===== config.mk =====
export PLATFORM = sky130hd
export DESIGN_NAME = bcd_seg_scan
export DESIGN_NICKNAME = d
export VERILOG_FILES = /design/src/rtl/bcd_seg_scan.sv
export SDC_FILE = /design/constraint.sdc
export NUM_CORES = 1
export LEC_CHECK = 0
export ABC_AREA = 1
export CAP_MARGIN = 30
export CORE_MARGIN = 3
export CORE_UTILIZATION = 50
export DETAILED_ROUTE_END_ITERATION = 10
export GPL_TIMING_DRIVEN = 1
export HOLD_SLACK_MARGIN = 0.06
export PLACE_DENSITY = 0.74
export SKIP_LAST_GASP = 1
export SYNTH_ARGS = -nofsm -noshare
export SYNTH_HDL_FRONTEND = slang
export SYNTH_SLANG_ARGS = --single-unit

===== constraint.sdc =====
create_clock -name clk -period 2.15 [get_ports clk]
set_input_delay 0.215 -clock clk [delete_from_list [all_inputs] [get_ports clk]]
set_output_delay 0.215 -clock clk [all_outputs]
set_load 0.05 [all_outputs]

===== src/rtl/bcd_seg_scan.sv =====
// Multiplexed common-anode 7-segment scanner for a packed BCD word.
// Words are double-buffered and swapped in only at frame boundaries.
module bcd_seg_scan #(
    parameter int unsigned DIGITS   = 4,
    parameter int unsigned SCAN_DIV = 1000,
    parameter int unsigned BLANK_LZ = 1
) (
    input  logic                clk,
    input  logic                rst,
    input  logic [DIGITS*4-1:0] bcd_in,
    input  logic                bcd_valid,
    output logic                bcd_ready,
    output logic [6:0]          seg_n,
    output logic [DIGITS-1:0]   an_n,
    output logic                frame_done
);

    localparam int unsigned PW = $clog2(SCAN_DIV);
    localparam int unsigned IW = (DIGITS > 1) ? $clog2(DIGITS) : 1;
    localparam logic [PW-1:0] PMax = PW'(SCAN_DIV - 1);
    localparam logic [IW-1:0] IMax = IW'(DIGITS - 1);

    typedef enum logic [0:0] {StIdle, StScan} state_e;

    state_e              state_q, state_d;
    logic [PW-1:0]       p_q, p_d;
    logic [IW-1:0]       idx_q, idx_d;
    logic [DIGITS*4-1:0] disp_q, disp_d;
    logic [DIGITS*4-1:0] pend_q, pend_d;
    logic                pend_full_q, pend_full_d;
    logic                frame_d;
    logic                accept;
    logic [DIGITS-1:0]   blank;
    logic                above_zero;
    logic [3:0]          digit;
    logic [6:0]          seg_d;
    logic [DIGITS-1:0]   an_d;

    function automatic logic [6:0] seg_decode(input logic [3:0] d);
        case (d)
            4'd0:    seg_decode = 7'b1000000;
            4'd1:    seg_decode = 7'b1111001;
            4'd2:    seg_decode = 7'b0100100;
            4'd3:    seg_decode = 7'b0110000;
            4'd4:    seg_decode = 7'b0011001;
            4'd5:    seg_decode = 7'b0010010;
            4'd6:    seg_decode = 7'b0000010;
            4'd7:    seg_decode = 7'b1111000;
            4'd8:    seg_decode = 7'b0000000;
            4'd9:    seg_decode = 7'b0010000;
            default: seg_decode = 7'b0111111;
        endcase
    endfunction

    assign accept = bcd_valid && bcd_ready;

    always_comb begin
        state_d     = state_q;
        p_d         = p_q;
        idx_d       = idx_q;
        disp_d      = disp_q;
        pend_d      = pend_q;
        pend_full_d = pend_full_q;
        frame_d     = 1'b0;
        unique case (state_q)
            StIdle: begin
                if (accept) begin
                    state_d = StScan;
                    disp_d  = bcd_in;
                    p_d     = '0;
                    idx_d   = IMax;
                end
            end
            StScan: begin
                if (p_q == PMax) begin
                    p_d = '0;
                    if (idx_q == '0) begin
                        idx_d   = IMax;
                        frame_d = 1'b1;
                        // Boundary takes the old pending word; a same-edge accept refills it.
                        if (pend_full_q) begin
                            disp_d      = pend_q;
                            pend_full_d = 1'b0;
                        end
                    end else begin
                        idx_d = idx_q - IW'(1);
                    end
                end else begin
                    p_d = p_q + PW'(1);
                end
                if (accept) begin
                    pend_d      = bcd_in;
                    pend_full_d = 1'b1;
                end
            end
            default: state_d = StIdle;
        endcase
    end

    // Outputs are built from next-state values so the registered display lines up with p_q/idx_q.
    always_comb begin
        blank      = '0;
        above_zero = 1'b1;
        for (int i = int'(DIGITS) - 1; i > 0; i--) begin
            above_zero = above_zero && (disp_d[4*i +: 4] == 4'd0);
            blank[i]   = (BLANK_LZ != 0) && above_zero;
        end
        digit = disp_d[{idx_d, 2'b00} +: 4];
        an_d  = '1;
        seg_d = 7'h7F;
        if ((state_d == StScan) && (p_d != '0) && !blank[idx_d]) begin
            an_d[idx_d] = 1'b0;
            seg_d       = seg_decode(digit);
        end
    end

    always_ff @(posedge clk or posedge rst) begin
        if (rst) begin
            state_q     <= StIdle;
            p_q         <= '0;
            idx_q       <= IMax;
            disp_q      <= '0;
            pend_q      <= '0;
            pend_full_q <= 1'b0;
            bcd_ready   <= 1'b1;
            seg_n       <= 7'h7F;
            an_n        <= '1;
            frame_done  <= 1'b0;
        end else begin
            state_q     <= state_d;
            p_q         <= p_d;
            idx_q       <= idx_d;
            disp_q      <= disp_d;
            pend_q      <= pend_d;
            pend_full_q <= pend_full_d;
            bcd_ready   <= ~pend_full_d;
            seg_n       <= seg_d;
            an_n        <= an_d;
            frame_done  <= frame_d;
        end
    end

endmodule


==> run metrics <==
FILL cells 378; clock sinks 59; Worst Hold Class input pin to asynchronous set/reset pin; Area Growth Syn to Fin 48.1%; Net Count, Synth 474; peak fanout along the critical path 5; FF+latch count, synth 59; Max-slew headroom 66.0%; Overall Global Routing Usage 25.3%; worst-case reg-to-reg path depth 19; Pwr Density 1110 mW/mm2; Clock Tree Buf Depth 2; first-pass GRT wire length 15.2 mm; Final min period 2420 ps; max-cap violation count 0; drt drc 0; clock-pin transition on the worst setup and hold timing paths 70 ps; final setup fails 11; Port Buffer Count 31; WS Path Type flop to flop; TritonCTS buffer count 9; Synth cell types 33; r2r endpoint seg_n[5]; antenna viol nets, final 0; I/O pins 32; Worst IR Drop VDD 0.712 mV; cts hold-fix bufs 0; Core ar. 0.00649 mm2; drt pass-1 iters 5; area of the multi-input gates 0.00195 mm2; final net count 589; max-slew violation count 0; post-synth top area cell dfrtp_1; Crit Reg-Reg Startpoint p_q[0]; H-tree depth 3; Worst EP arrival 2690 ps; worst slew pin tran 509 ps; Vias/cell 5.36; total power 5.65 mW; Skew-Pair Late Insertion Delay 350 ps; Synth top area share 32.9%; layout cells sized above 1 40.5%; routability cong. 0.865; placed cells 600; Initial Util 52.7%; vias 3,459; Req. time, crit path 2430 ps; Hold WS 263 ps; clock root buffer clkbuf_8; Fin. Hold Viols 0; yosys warns 0; FMAX 414 MHz; average instance area after synthesis 7.65 um2; CTS tree done; vias in the first global route 3,266; worst reg-to-reg setup slack -270 ps; cell area after synthesis 0.00343 mm2; initial antenna violation count 0; Final period util 112%; chip width 88.8 um; die extent in y 88.8 um; non-filler cells in the finished layout 645; largest cells by area after synthesis dfrtp_1 (33%), nand2_1 (18%), dfstp_2 (11%), inv_1 (5.8%), nand3_1 (4.7%); register area 0.00149 mm2; DP HPWL 5.73 mm; Lkg Pwr 2.55 nW; wire per inst 15.5 um; Die Area 0.00788 mm2; largest net degree at the start of global routing 60; Clock Skew 8.88 ps; total routed wirelength 10.0 mm; DR iter-0 viols 198; endpoint type of the worst setup path flop; post-synthesis sequential area ratio 43.6%; Cells after Synth 448; Final WS setup -265 ps; RSZ-0062 raised after global routing yes; gr ovfl total 0; startpoint types flop; number of diodes 0; outcome complete, but fails checks; failing checks negative setup slack; row cnt 29
==> critical path, cell delays in order (launching register included) <==
cell and delay [ps]:
dfrtp_1 370, ha_2 190, nand3_2 80, nor2_4 120
buf_6 130, nand2_8 70, buf_6 140, nor2_4 110
inv_2 80, nand2_8 100, nor2_4 60, nand2_1 80
nand2_2 70, nor2_4 210, ha_1 200, inv_1 70
nand3_1 80, nand2_1 60, nand2_1 70, nand3_2 60
==> power breakdown <==
group / switching, mW / leakage (nW) / internal, mW
Sequential: 0.250 / 0.680 / 1.59
Combinational: 1.60 / 1.77 / 1.20
Clock: 0.453 / 0.0991 / 0.561
==> per-layer routing <==
metal  up-vias  track usage [%]  routed length (um)  part of all wire (%)
li1       1645                -                   -                     -
met1      1641             32.3                4060                    41
met2       140             41.9                5050                    50
met3        33             4.84                 573                   5.7
met4         0             10.4                 333                   3.3
met5         -                0                   0                     0
==> cell families (layout without fill, tap and decap cells) <==
logic type / count (synthesis) / after routing / synth area share (%)
simple gates: 256 / 257 / 35.4
fa+ha+maj: 7 / 7 / 2.56
buf+inv: 77 / 196 / 9.42
flops: 59 / 59 / 43.6
compound gates: 47 / 47 / 8.51
xor+xnor: 2 / 2 / 0.511
==> layout by cell type (no fill, tap or decap), types with 2 or more instances in the layout <==
master	synthesis	routed
a21oi_1	6	6
nand2_1	160	130
nor2_1	22	15
buf_4	2	65
nor2_2	3	3
inv_1	53	39
xor2_1	2	2
nand2_8	0	5
nand4_1	6	6
nand2_2	10	34
buf_12	0	6
o21ai_0	23	21
clkinv_2	0	3
inv_4	0	3
buf_6	3	13
nand3_1	32	22
dfrtp_1	45	45
inv_2	10	21
o21ai_1	2	3
clkbuf_8	0	10
nand3_2	7	16
nand3_4	1	3
nand2_4	5	6
o211ai_1	10	10
nor2_4	6	13
ha_1	7	2
ha_4	0	4
dfstp_2	14	14
a21oi_4	2	2
clkdlybuf4s50_1	0	31
==> worst max path at each step <==
stage | from | endpoint | slack (ps)
floorplan | bcd_ready | seg_n[3] | -100
global placement | bcd_valid | an_n[2] | -370
detailed placement | p_q[0] | seg_n[4] | -410
CTS | p_q[0] | seg_n[0] | -160
global route | p_q[0] | seg_n[5] | -380
finish | p_q[0] | seg_n[5] | -270
==> synth_stat cells (all sizes together) <==
cell type / number
o21ai: 25
nand4: 6
nor3: 1
nand3b: 1
xor2: 2
dfstp: 14
or2: 1
clkbuf: 5
dfrtp: 45
a32oi: 1
nor2: 32
o22ai: 2
nand3: 40
ha: 7
clkinv: 1
buf: 8
a21boi: 1
a21oi: 8
inv: 63
nand2: 175
o211ai: 10
==> stage by stage <==
step           area (um2)  util [%]  setup TNS, ps  setup WS (ps)
3_5_place_dp         4250      65.4          -4010           -412
4_1_cts              4830      74.4          -1010           -163
2_1_floorplan        3450         -           -435          -95.6
5_1_grt              5070      78.1          -3470           -385
3_3_place_gp         4250      65.4          -3450           -371
6_report             5070      78.1          -2220           -265
==> area by class of cell <==
type | count | share of cell area [%]
multi-input cells | 313 | 38.5
flip-flops and latches | 59 | 29.4
repair buffers | 116 | 21.5
inverters | 64 | 4.88
clock buffers | 11 | 2.79
well taps | 77 | 1.90
clock inverters | 5 | 1.04
==> registers in the layout, summed over array words and instances (netlist names) <==
signal       cells
disp_q          16
pend_q          16
p_q             10
seg_n            7
an_n             4
idx_q            2
bcd_ready        1
frame_done       1
pend_full_q      1
state_q          1
==> timing repair <==
item	in CTS	in global routing
pin swaps	30	25
setup buffers	22	6
gates resized for setup	51	48
setup endpoints to repair	11	11
cloned	1	1
No activity file was read; power rests on OpenSTA's default activity.
